**src/rtl/uart_rx_deserializer.sv**
```systemverilog
// 8N1 serial receiver: synchronises rx, rejects start-bit glitches, checks the
// stop bit and parks in BREAK while the line stays low after a framing error.
module uart_rx_deserializer #(
    parameter int unsigned CLKS_PER_BIT = 434,
    parameter int unsigned HALF         = CLKS_PER_BIT / 2
) (
    input  logic       clk,
    input  logic       rstn,
    input  logic       rx,
    output logic [7:0] rxData,
    output logic       rxReady,
    output logic       frameError,
    output logic       busy
);

    localparam int unsigned CNT_W = 16;
    localparam int unsigned IDX_W = 3;
    localparam logic [CNT_W-1:0] BIT_LAST  = CNT_W'(CLKS_PER_BIT - 1);
    localparam logic [CNT_W-1:0] HALF_LAST = CNT_W'(HALF - 1);
    localparam logic [IDX_W-1:0] IDX_LAST  = IDX_W'(7);

    typedef enum logic [2:0] {
        ST_IDLE,
        ST_START,
        ST_DATA,
        ST_STOP,
        ST_BREAK
    } state_t;

    state_t           state, state_n;
    logic             s1, s2;
    logic [CNT_W-1:0] cnt, cnt_n;
    logic [IDX_W-1:0] idx, idx_n;
    logic [7:0]       sh, sh_n;
    logic [7:0]       data_n;
    logic             ready_n, ferr_n, busy_n;

    // Two-flop synchroniser; s2 is the only view of rx used below.
    always_ff @(posedge clk or negedge rstn) begin
        if (!rstn) begin
            s1 <= 1'b1;
            s2 <= 1'b1;
        end else begin
            s1 <= rx;
            s2 <= s1;
        end
    end

    // State and datapath registers.
    always_ff @(posedge clk or negedge rstn) begin
        if (!rstn) begin
            state      <= ST_IDLE;
            cnt        <= '0;
            idx        <= '0;
            sh         <= '0;
            rxData     <= '0;
            rxReady    <= 1'b0;
            frameError <= 1'b0;
            busy       <= 1'b0;
        end else begin
            state      <= state_n;
            cnt        <= cnt_n;
            idx        <= idx_n;
            sh         <= sh_n;
            rxData     <= data_n;
            rxReady    <= ready_n;
            frameError <= ferr_n;
            busy       <= busy_n;
        end
    end

    // Next-state, bit timing and output pulses.
    always_comb begin
        state_n = state;
        cnt_n   = cnt;
        idx_n   = idx;
        sh_n    = sh;
        data_n  = rxData;
        ready_n = 1'b0;
        ferr_n  = 1'b0;

        case (state)
            ST_IDLE: begin
                cnt_n = '0;
                if (!s2) state_n = ST_START;
            end
            ST_START: begin
                if (cnt == HALF_LAST) begin
                    cnt_n = '0;
                    if (s2) begin
                        state_n = ST_IDLE;
                    end else begin
                        idx_n   = '0;
                        state_n = ST_DATA;
                    end
                end else begin
                    cnt_n = cnt + CNT_W'(1);
                end
            end
            ST_DATA: begin
                if (cnt == BIT_LAST) begin
                    cnt_n = '0;
                    sh_n  = {s2, sh[7:1]};
                    if (idx == IDX_LAST) state_n = ST_STOP;
                    else                 idx_n   = idx + IDX_W'(1);
                end else begin
                    cnt_n = cnt + CNT_W'(1);
                end
            end
            ST_STOP: begin
                if (cnt == BIT_LAST) begin
                    cnt_n = '0;
                    if (s2) begin
                        data_n  = sh;
                        ready_n = 1'b1;
                        state_n = ST_IDLE;
                    end else begin
                        ferr_n  = 1'b1;
                        state_n = ST_BREAK;
                    end
                end else begin
                    cnt_n = cnt + CNT_W'(1);
                end
            end
            ST_BREAK: begin
                cnt_n = '0;
                if (s2) state_n = ST_IDLE;
            end
            default: begin
                cnt_n   = '0;
                state_n = ST_IDLE;
            end
        endcase

        busy_n = (state_n != ST_IDLE);
    end

endmodule

```
**config.mk**
```make
export PLATFORM = sky130hd
export DESIGN_NAME = uart_rx_deserializer
export DESIGN_NICKNAME = d
export VERILOG_FILES = /design/src/rtl/uart_rx_deserializer.sv
export SDC_FILE = /design/constraint.sdc
export NUM_CORES = 1
export LEC_CHECK = 0
export ABC_AREA = 1
export BUFFER_PORTS_ARGS = -buffer_cell sky130_fd_sc_hd__clkbuf_2
export CAP_MARGIN = 20
export CELL_PAD_IN_SITES_DETAIL_PLACEMENT = 0
export CELL_PAD_IN_SITES_GLOBAL_PLACEMENT = 1
export CORE_ASPECT_RATIO = 0.75
export CORE_UTILIZATION = 49
export CTS_CLUSTER_SIZE = 24
export DETAILED_ROUTE_END_ITERATION = 16
export PLACE_DENSITY = 0.86
export SLEW_MARGIN = 20
export SYNTH_ARGS = -nofsm -noshare
export SYNTH_HDL_FRONTEND = slang
export SYNTH_SLANG_ARGS = --single-unit
```
**constraint.sdc**
```tcl
create_clock -name clk -period 3.9 [get_ports clk]
set_clock_uncertainty 0.05 [all_clocks]
set_input_delay 0.195 -clock clk [delete_from_list [all_inputs] [get_ports clk]]
set_output_delay 0.195 -clock clk [all_outputs]
set_load 0.05 [all_outputs]
```
Word level (Yosys, flattened, before mapping)
Index checks and enable logic that the tools add are counted.
{"block": "totals", "ff_bits": 43, "latchBits": 0, "ramBits": 0, "rom_bits": 0, "in_bits": 3, "elab_cells": 53, "mem_count": 0}
{"block": "classes", "n_addsub": 2, "mul": 0, "n_div": 0, "order_cmp": 0, "eq_ne": 11, "n_shift": 0, "n_mux": 23, "bitwise_logic": 0, "n_reduce_logical": 7}
{"op": "3-bit two-way mux", "count": 11}
{"op": "16-bit two-way mux", "count": 2}
{"op": "16-bit case mux with 2 select lines", "count": 1}
{"op": "16-bit by 1-bit adder with 16-bit output, second input constant", "count": 1}
{"op": "16-bit by 8-bit == test with 1-bit output, second input constant", "count": 1}
{"op": "16-bit by 9-bit == test with 1-bit output, second input constant", "count": 1}
{"op": "3-bit case mux with 5 select lines", "count": 1}
{"op": "2-bit inequality test, second input constant", "count": 4}
{"op": "3-bit by 2-bit == test with 1-bit output, second input constant", "count": 2}
{"op": "3-bit == test, second input constant", "count": 2}
{"op": "1-bit two-way mux", "count": 6}
{"op": "3-bit case mux with 2 select lines", "count": 1}
{"op": "5-bit AND reduction", "count": 1}
{"op": "3-bit by 1-bit adder with 3-bit output, second input constant", "count": 1}
{"op": "3-bit by 1-bit == test with 1-bit output, second input constant", "count": 1}
{"op": "3-bit zero test", "count": 1}
{"op": "3-bit AND reduction", "count": 1}
{"op": "3-bit nonzero test", "count": 1}
{"op": "2-bit two-way mux", "count": 1}
{"op": "2-bit AND reduction", "count": 1}
{"op": "2-bit nonzero test", "count": 1}
{"op": "2-bit OR reduction", "count": 1}

Longest topological paths before layout
Gate-level depths: netlist of run 1.
{"block": "logic_depth", "ltp_word": 5, "ltp_mapped": 10, "ltp_nobuf": 10}

Least setup slack after synthesis of run 1
OpenSTA, ideal clock, no wires.
{"block": "synth_timing", "kind": "flip-flop to flip-flop", "from": "register cnt[1]", "to": "register cnt[12]", "setup_time_ps": 119, "arrival_ps": 1300, "slack_ps": 2432, "path_stages_with_launch": 11, "path_buffers": 1, "cell_sequence": "dfrtp_1 -> inv_1 -> ha_1 -> nand3_1 -> nor2_1 -> nand2_2 -> nand2_2 -> nand2_2 -> inv_4 -> buf_12 -> nor2_2"}
{"block": "synth_between", "elab_chain_len": 3, "elab_cells_between_ends": 6, "classes_between": "add/sub: 1; eq/ne: 2; mux: 3"}
{"element": "start: declaration", "line": "32", "rtl": "logic [CNT_W-1:0] cnt, cnt_n;"}
{"element": "start signal: assignment", "line": "62", "rtl": "cnt <= cnt_n;"}
{"element": "16-bit by 1-bit adder with 16-bit output, or another cell as far along", "line": "97, 107, 122"}
{"element": "16-bit two-way mux (on tied branches)", "line": "101, 111, 88"}
{"element": "16-bit case mux with 2 select lines *", "line": "82", "rtl": "case (state)"}
{"element": "net cnt_n[12]", "line": "32"}
The timed path passes the listed nets; every way through them passes the cells marked *.
A chain may end at the register's enable or synchronous reset.

Final worst setup path of run 1
{"block": "layout_timing", "from": "register cnt[0]", "to": "register cnt[14]"}
Same word-level chain as after synthesis.

==> metrics.md, run 1 <==
| Metric | Value |
|---|---|
| Status | finished with violations |
| Failing checks | negative hold slack |
| Commonest non-fill, non-tap cell in the layout | nand2_1 |
| FF-to-FF End | cnt[14]$_DFF_PN0_ |
| Crit Path Class | flop to flop |
| Setup Slack @ Placement | 2.20 ns |
| Post-CTS resize count | 0 |
| Period utilization | 0.433 |
| Port Buffers | 13 |
| Clock Root Buffer | clkbuf_8 |
| Wire per inst | 12.3 µm |
| Setup ws final | 2.21 ns |
| Pre-antenna DRT Iters | 4 |
| Switching part of the total | 0.187 |
| Register area share after synthesis | 0.480 |
| Adder-cell area share of the yosys netlist | 0.0278 |
| Cts hold-fix bufs | 1 |
| Drt drc | 0 |
| Complex-gate fraction of the synthesized area | 0.0367 |
| Vias in the first global route | 1529 |
| Share of cells above drive strength 1 | 0.186 |
| Postcts setup bufs | 0 |
| Starting Density | 0.532 |
| Most frequent cells in the layout | nand2_1, inv_1, dfrtp_1 |
| Worst slew margin | 0.367 |
| Number of buffers created by CTS | 5 |
| Final core utilization | 0.590 |
| Maximum clock rate | 593 MHz |
| Mapped Avg Cell Area | 8.18 µm² |
| Power Density | 348 nW/µm² |
| Vias | 1710 |
| Final ANT Viol Nets | 0 |
| Synth cell types | 31 |
| Clock Power Share | 0.469 |
| Synthesized area | 2250 µm² |
| CP Max Fanout | 5 |
| Internal power | approximately 710 µW |
| Yosys warning count | 0 |
| Setup_tns | 0 ns |
| Worst-Margin Slew | 0.950 ns |
| Synth top area cells | dfrtp_1, nand2_1, inv_1 |
| Die Ht | 60.7 µm |
| Number of flops mapped to enable cells by yosys | 0 |
| Yosys top cell by area | dfrtp_1 |
| Clock Path Buffers | 2 |
| Core Region | 4230 µm² |
| Critical Path RT | around 4.0 ns |
| Arr. time, crit path | about 1.8 ns |
| VDD IR max | 0.204 mV |
| Synthesized netlist net count | ~280 |
| Post-Synthesis Cells | 275 |
| Io pins | 14 |
| Combinational family with the most area after synthesis | simple AND/OR/NAND/NOR gates |
| Via density | 4.89 |
| Hold Fails Final Rpt | 18 |
| First-pass GRT wire length | roughly 7.2 mm |
| Row cnt | 20 |
| Share of the synthesized area in the top cell type | 0.456 |
| Simple logic cell fraction of the synthesized area | 0.347 |
| Initial antenna violation count | 0 |
| Post-synthesis mux area share | 0 |
| Ant diodes | 0 |
| Die ar. | 4870 µm² |
| Critical Path Start Type | flop |
| GPL Wtd Cong | 0.874 |
| Unrepaired setup endpoints after global routing | no |
| DRT Wirelength | between 4 and 5 mm |
| Post-synthesis async set-or-reset flop share | 1.00 |
| Clock slew at reported path FFs | 0.08 ns |
| 1st-iter DRT viols | 108 |
| Dpl cells | approximately 340 |
| Sequential fraction of design power | 0.517 |
| Cell Area, Placed | 2350 µm² |
| Max-cap viol count | 0 |
| CTS tree | yes |
| Final Max Slew Viols | 0 |
| Nets@finish | 302 |
| Final instance area | 2490 µm² |
| Min Tclk post-route | 1.69 ns |
| R2R depth | 8 |
| DP HPWL | 3.11 mm |
| Die Width | between 80 and 90 µm |
| Skew-Pair Late Insertion Delay | 0.30 ns |
| GRT Total Usage | 0.203 |
| RR Startpoint | cnt[0]$_DFF_PN0_ |
| Clk sink count | 43 |
| Congestion Overflow GR | 0 |
| Post-Layout Cell Count | 350 |
| CTS H-tree depth | 2 |
| CP Capture Type | flop |
| Gate power share | 0.014 |
| Hold WC Path Type | input pin to async pin |
| Yosys reg bits | 43 |
| Psw | 162 µW |
| WHS | -0.00273 ns |
| R2r setup slk | 2.21 ns |
| Primary FF master, synth | dfrtp_1 |
| Power, Total | 868 µW |
| Largest net degree at the start of global routing | 44 |
| P&R area growth vs syn | 10.9% |
| LEAKAGE | 1.39 nW |
| Final setup violation count | 0 |
| Synth Area in XOR/XNOR | 0.0156 |
[worst max-delay path, cell delays in order (launching register included)]
cell	delay [ns]
dfrtp_1	0.43
ha_1	0.19
nand2_1	0.09
nor2_1	0.17
nand2_1	0.13
nor2_2	0.16
nand3_1	0.11
xor2_1	0.19
nor2_2	0.04
[registers in the layout, indices dropped and copies added, names as in the netlist]
register / flops
rxReady: 1
state: 3
s1: 1
frameError: 1
sh: 8
rxData: 8
cnt: 16
idx: 3
busy: 1
s2: 1
[metal layers]
| layer | track usage | routed length, µm | up-vias | part of all wire |
|---|---|---|---|---|
| met5 | 0 | 0 | - | 0 |
| met4 | 0.0842 | 79 | 0 | 0.018 |
| met3 | 0.0451 | 157 | 7 | 0.037 |
| met2 | 0.283 | 1720 | 34 | 0.40 |
| met1 | 0.306 | 2340 | 773 | 0.54 |
| li1 | - | - | 896 | - |
[Yosys cell counts (2+ instances only)]
library cell	count
inv_4	2
nand3_1	27
nor3_1	4
xor2_1	3
nand2_2	6
nor2_2	17
o21ai_1	7
o21ai_0	2
nand2_1	65
nor2_1	27
dfrtp_1	41
nand4_1	7
nor2_4	2
ha_1	5
inv_1	43
dfstp_2	2
[layout make-up]
| cell class | instances | area, µm² |
|---|---|---|
| well taps | 55 | 68.8 |
| multi-input cells | 184 | 961 |
| inverters | 46 | 178 |
| flip-flops and latches | 43 | 1080 |
| clock buffers | 6 | 72.6 |
| clock inverters | 2 | 60.1 |
| fillers | 386 | 1740 |
| repair buffers | 14 | 75.1 |
[power by group through the flow]
stage / logic [mW] / registers [mW] / clock network, mW
2_1_floorplan: 0.00153 / 0.457 / 0
3_3_place_gp: 0.0119 / 0.457 / 0
3_5_place_dp: 0.0120 / 0.457 / 0
4_1_cts: 0.0128 / 0.449 / 0.418
5_1_grt: 0.0141 / 0.449 / 0.436
6_report: 0.0120 / 0.448 / 0.407
[logic make-up (layout without fill, tap and decap cells)]
| group | after synthesis | in the layout |
|---|---|---|
| simple gates | 161 | 161 |
| fa+ha+maj | 5 | 5 |
| xor+xnor | 4 | 4 |
| compound gates | 14 | 14 |
| flops | 43 | 43 |
| buf+inv | 48 | 68 |
[how the worst max path moves through the flow]
| stage | slack, ns | endpoint | start | cells after the start |
|---|---|---|---|---|
| floorplan | 2.43 | cnt[12]$_DFF_PN0_ | cnt[1]$_DFF_PN0_ | 10 |
| global placement | 2.25 | cnt[14]$_DFF_PN0_ | cnt[0]$_DFF_PN0_ | 8 |
| detailed placement | 2.20 | cnt[14]$_DFF_PN0_ | cnt[0]$_DFF_PN0_ | 8 |
| CTS | 2.19 | cnt[14]$_DFF_PN0_ | cnt[0]$_DFF_PN0_ | 8 |
| global route | 2.02 | cnt[14]$_DFF_PN0_ | cnt[0]$_DFF_PN0_ | 8 |
| finish | 2.21 | cnt[14]$_DFF_PN0_ | cnt[0]$_DFF_PN0_ | 8 |
(Power assumes the default switching activity.)
==> inputs of run 2 (changes only) <==
--- a/config.mk
+++ b/config.mk
@@ -11,10 +11,10 @@
 export CELL_PAD_IN_SITES_DETAIL_PLACEMENT = 0
 export CELL_PAD_IN_SITES_GLOBAL_PLACEMENT = 1
 export CORE_ASPECT_RATIO = 0.75
-export CORE_UTILIZATION = 49
+export CORE_UTILIZATION = 45
 export CTS_CLUSTER_SIZE = 24
 export DETAILED_ROUTE_END_ITERATION = 16
-export PLACE_DENSITY = 0.86
+export PLACE_DENSITY = 0.8
 export SLEW_MARGIN = 20
 export SYNTH_ARGS = -nofsm -noshare
 export SYNTH_HDL_FRONTEND = slang
==> constraint.sdc (replaced) <==
create_clock -name clk -period 1.6 [get_ports clk]
set_clock_uncertainty 0.05 [all_clocks]
set_input_delay 0.08 -clock clk [delete_from_list [all_inputs] [get_ports clk]]
set_output_delay 0.08 -clock clk [all_outputs]
set_load 0.05 [all_outputs]
==> run 2 against run 1 <==
  * The flow now finishes without violations
  * Clock power is 87% higher
  * Core utilization up 4.0 points
  * Sequential share of layout area is 6.1 points lower
  * Count of clock-buffer cells in the layout up 2
  * First-iteration DRC count rose by 5.6%
  * Via count up 11%
  * Sequential power grew 140%
==> metrics.md, run 2 (same netlist as run 1, synthesis figures left out) <==
| Metric | Value |
|---|---|
| First-pass GRT wire length | 8.40 mm |
| Switching part of the total | 0.211 |
| Worst slew margin | 0.655 |
| Core Region | approximately 4600 µm² |
| Arr. time, crit path | 1.73 ns |
| Power, Total | 1.90 mW |
| DRT Wirelength | between 5 and 6 mm |
| Commonest non-fill, non-tap cell in the layout | nand2_1 |
| Clock slew at reported path FFs | roughly 0.080 ns |
| Final instance area | between 2000 and 3000 µm² |
| Die ar. | 5290 µm² |
| CP Max Fanout | 5 |
| GRT met1 Usage | 0.290 |
| Clock Root Buffer | clkbuf_8 |
| Port Buffers | 13 |
| Die Width | 83.6 µm |
| VDD IR max | 0.545 mV |
| Internal power | 1.50 mW |
| Row cnt | 21 |
| Max-cap viol count | 0 |
| Vias in the first global route | 1802 |
| Maximum clock rate | 626 MHz |
| GRT met2 Usage | 0.312 |
| Die Ht | 63.2 µm |
| Pre-antenna DRT Iters | 4 |
| Setup ws final | ~0.0015 ns |
| Setup_tns | 0 ns |
| Power Density | 651 nW/µm² |
| Worst-Margin Slew | 0.517 ns |
| Share of cells above drive strength 1 | 0.336 |
| Clk sink count | 43 |
| CP Capture Type | flop |
| Final core utilization | 0.630 |
| Clock Path Buffers | 2 |
| Hold WC Path Type | input pin to async pin |
| Psw | 400 µW |
| RR Startpoint | cnt[3]$_DFF_PN0_ |
| Biggest register | cnt |
| Io pins | 14 |
| GRT Total Usage | 0.203 |
| Crit Path Class | flop to flop |
| Ant diodes | 0 |
| P&R area growth vs syn | 29.5% |
| Period utilization | 0.999 |
| Gate power share | 0.020 |
| LEAKAGE | 1.56 nW |
| CTS tree | yes |
| Skew-Pair Late Insertion Delay | roughly 0.30 ns |
| Via density | 4.96 |
| Sequential fraction of design power | 0.578 |
| Status | complete, no violations |
| Grt met3 use | 0.0446 |
| Most frequent cells in the layout | nand2_1, inv_1, dfrtp_1 |
| Drt drc | 0 |
| Unrepaired setup endpoints after global routing | yes |
| Critical Path RT | 1.74 ns |
| Hold Fails Final Rpt | 0 |
| WHS | between 0.2 and 0.25 ns |
| Nets@finish | between 300 and 400 |
| Dpl cells | 361 |
| Initial antenna violation count | 0 |
| Number of buffers created by CTS | 5 |
| Min Tclk post-route | 1.60 ns |
| Top flop regs | cnt x16, rxData x8, sh x8 |
| 1st-iter DRT viols | 114 |
| Critical Path Start Type | flop |
| Cell Area, Placed | 2510 µm² |
| Largest net degree at the start of global routing | 27 |
| CTS H-tree depth | 2 |
| Post-Layout Cell Count | roughly 380 |
| Wire per inst | 13.8 µm |
| Final setup violation count | 0 |
| Final ANT Viol Nets | 0 |
| Final Max Slew Viols | 0 |
| Setup Slack @ Placement | -0.0447 ns |
| Starting Density | 0.486 |
| Vias | between 1500 and 2000 |
| Max reg flops | 16 |
| CP startpoint | cnt[3]$_DFF_PN0_ |
| R2r setup slk | 0.002 ns |
| GPL Wtd Cong | roughly 0.82 |
| Clock Power Share | 0.402 |
| DP HPWL | 3.46 mm |
| GR peak layer | met2 |
| Congestion Overflow GR | 0 |
-- run 2: power by group through the flow --
stage                     logic [mW]  clock network, mW  registers [mW]
final                         0.0386              0.762            1.09
after floorplan              0.00373                  0            1.11
after CTS                     0.0404              0.779            1.09
after global placement        0.0357                  0            1.11
after global routing          0.0455              0.826            1.10
after detailed placement      0.0364                  0            1.11
-- run 2: final cells by class --
type	instances	area (µm²)
multi-input cells	185	1150
repair inverters	1	11.3
flip-flops and latches	43	1080
well taps	57	71.3
fillers	386	1710
inverters	46	183
clock buffers	8	100
repair buffers	41	318
-- run 2: worst paths after layout --
kind,depth (start not counted),to
setup / recovery,8,cnt[13]$_DFF_PN0_
hold reg to reg,0,s2$_DFF_PN1_
min in group clk,0,s2$_DFF_PN1_
max in group asynchronous,3,state[0]$_DFF_PN0_
hold / removal,2,cnt[8]$_DFF_PN0_
setup reg to reg,8,cnt[13]$_DFF_PN0_
-- run 2: layer usage --
layer  wire, µm  vias to the layer above
met3        242                       10
li1           -                      957
met2       2270                       44
met4         76                        0
met5          0                        -
met1       2690                      880
-- run 2: what timing repair did --
item                                    in CTS  in global routing
pin swaps                                    1                 16
buffers inserted                             0                  8
endpoints found under the setup margin      13                 33
cloned                                       0                  2
resized for setup                            4                 42
hold buffers                                 2                  0
endpoints found under the hold margin       16                  0
-- run 2: critical path: stages (launching register included) --
cell     delay, ns
dfrtp_1       0.44
nand2_1       0.15
inv_1         0.13
nand2_1       0.08
nor2_2        0.12
nand2_1       0.08
nand2_2       0.10
nand2_4       0.12
and3_2        0.21
==> inputs of run 3 (changes only) <==
--- a/config.mk
+++ b/config.mk
@@ -11,10 +11,10 @@
 export CELL_PAD_IN_SITES_DETAIL_PLACEMENT = 0
 export CELL_PAD_IN_SITES_GLOBAL_PLACEMENT = 1
 export CORE_ASPECT_RATIO = 0.75
-export CORE_UTILIZATION = 45
+export CORE_UTILIZATION = 49
 export CTS_CLUSTER_SIZE = 24
 export DETAILED_ROUTE_END_ITERATION = 16
-export PLACE_DENSITY = 0.8
+export PLACE_DENSITY = 0.86
 export SLEW_MARGIN = 20
 export SYNTH_ARGS = -nofsm -noshare
 export SYNTH_HDL_FRONTEND = slang
==> constraint.sdc (replaced) <==
create_clock -name clk -period 1.85 [get_ports clk]
set_clock_uncertainty 0.05 [all_clocks]
set_input_delay 0.0925 -clock clk [delete_from_list [all_inputs] [get_ports clk]]
set_output_delay 0.0925 -clock clk [all_outputs]
set_load 0.05 [all_outputs]
==> run 3 against run 2 <==
  * Via count decreased by 7.5%
  * Worst setup slack improved by 0.18 ns
  * Register-to-register slack improved by 0.18 ns
  * Core utilization decreased by 3.0 points
  * Sequential power decreased by 13%
  * First-iteration DRC count decreased by 7.9%
  * Fmax decreased by 4.4%
  * Largest cell class is now sequential cells
  * Largest power group unchanged
  * Highest routed layer unchanged
==> metrics.md, run 3 (same netlist as run 1, synthesis figures left out) <==
| Metric | Value |
|---|---|
| Largest net degree at the start of global routing | 44 |
| CTS H-tree depth | 2 |
| Status | complete, no violations |
| Io pins | 14 |
| Setup_tns | 0 ns |
| Final core utilization | 0.599 |
| CP Max Fanout | 13 |
| Ant diodes | 0 |
| Dpl cells | ~350 |
| Arr. time, crit path | 1.78 ns |
| Top flop regs | cnt x16, rxData x8, sh x8 |
| Final setup violation count | 0 |
| CTS tree | yes |
| Port Buffers | 13 |
| Drt drc | 0 |
| DP HPWL | 3.16 mm |
| Hold Fails Final Rpt | 0 |
| Critical Path Start Type | flop |
| Final ANT Viol Nets | 0 |
| Die Width | 80.2 µm |
| Skew-Pair Late Insertion Delay | 0.28 ns |
| Unrepaired setup endpoints after global routing | no |
| Min Tclk post-route | 1.67 ns |
| Max-cap viol count | 0 |
| Vias in the first global route | 1633 |
| Commonest non-fill, non-tap cell in the layout | nand2_1 |
| Hold wc startpoint | s1$_DFF_PN1_ |
| Hold WC Path Type | flop to flop |
| Share of cells above drive strength 1 | 0.200 |
| Biggest register | cnt |
| RR Startpoint | cnt[1]$_DFF_PN0_ |
| P&R area growth vs syn | 12.7% |
| Maximum clock rate | ~600 MHz |
| Most frequent cells in the layout | nand2_1, inv_1, dfrtp_1 |
| Via density | 4.93 |
| Die ar. | just under 5000 µm² |
| Cell Area, Placed | approximately 2400 µm² |
| Final Max Slew Viols | 0 |
| Final instance area | 2530 µm² |
| Max reg flops | 16 |
| Clk sink count | 43 |
| Initial antenna violation count | 0 |
| Power Density | 716 nW/µm² |
| Nets@finish | 307 |
| Detail Route met3 WL | a little under 200 µm |
| Clock slew at reported path FFs | 0.08 ns |
| Clock Path Buffers | 2 |
| Crit Path Class | flop to flop |
| Post-Layout Cell Count | 355 |
| Critical Path RT | 1.96 ns |
| Setup ws final | between 0.15 and 0.2 ns |
| Starting Density | 0.532 |
| Core Region | roughly 4200 µm² |
| 1st-iter DRT viols | 105 |
| First-pass GRT wire length | 7.70 mm |
| VDD IR max | ~0.55 mV |
| Row cnt | 20 |
| Die Ht | 60.7 µm |
| CP Capture Type | flop |
| Wire per inst | between 10 and 15 µm |
| Highest metal used | met4 |
| CP startpoint | cnt[1]$_DFF_PN0_ |
| GPL Wtd Cong | between 0.8 and 0.9 |
| Pre-antenna DRT Iters | 4 |
| DRT met1 WL | between 2 and 2.5 mm |
| DRT Wirelength | about 4.3 mm |
| Clock Root Buffer | clkbuf_8 |
| GRT Total Usage | 0.211 |
| Worst slew margin | 0.648 |
| Met2 routed WL | 1.78 mm |
| Setup Slack @ Placement | 0.192 ns |
| Congestion Overflow GR | 0 |
| Number of buffers created by CTS | 5 |
| LEAKAGE | 1.42 nW |
| Worst-Margin Slew | about 0.53 ns |
| Vias | around 1800 |
| Period utilization | 0.904 |
-- run 3: changes by cell type in the layout (fill, tap and decap cells not counted), sizes merged --
cell,before,now
buf,26,4
bufinv,0,2
clkbuf,21,19
inv,47,46
nand4,9,8
-- run 3: worst max-delay path: stages, from the launching register on --
cell	delay, ns
dfrtp_1	0.40
inv_1	0.08
ha_1	0.19
nand3_1	0.10
nor2_1	0.18
nand2_2	0.12
nand2_2	0.09
nand2_2	0.09
inv_4	0.18
nor3_1	0.06
-- run 3: layout make-up --
class / count / area, µm²
multi-input cells: 184 / 961
well taps: 55 / 68.8
clock inverters: 2 / 60.1
inverters: 46 / 178
clock buffers: 6 / 72.6
fillers: 401 / 1690
repair buffers: 19 / 115
flip-flops and latches: 43 / 1080
-- run 3: path summary, 6_finish.rpt --
check,endpoint,slack (ns),cells past startpoint
max in group asynchronous,cnt[0]$_DFF_PN0_,1.01,3
hold reg to reg,s2$_DFF_PN1_,0.31,0
hold / removal,s2$_DFF_PN1_,0.31,0
setup reg to reg,cnt[6]$_DFF_PN0_,0.18,9
min in group asynchronous,cnt[4]$_DFF_PN0_,0.36,3
setup / recovery,cnt[6]$_DFF_PN0_,0.18,9
-- run 3: timing repair --
item                       CTS  global route
hold endpoints to repair    42             0
setup endpoints to repair    0             1
resized for setup            0             1
hold buffers                 2             0
setup buffers                0             0
-- run 3: metrics by stage --
| step | total power [mW] | hold slack, ns |
|---|---|---|
| detailed placement | 0.991 | 0.132 |
| global route | 1.88 | 0.318 |
| finish | 1.82 | 0.311 |
| floorplan | 0.967 | -0.253 |
| global placement | 0.991 | 0.132 |
| CTS | 1.84 | 0.312 |
-- run 3: power breakdown --
part	internal, mW	switching [mW]
sequential	0.943	0.00236
combinational	0.00658	0.0217
clock	0.539	0.303
-- run 3: layer usage --
| layer | track usage | up-vias |
|---|---|---|
| met4 | 0.0459 | 0 |
| met3 | 0.0451 | 5 |
| met1 | 0.322 | 799 |
| li1 | - | 904 |
| met2 | 0.309 | 42 |
| met5 | 0 | - |
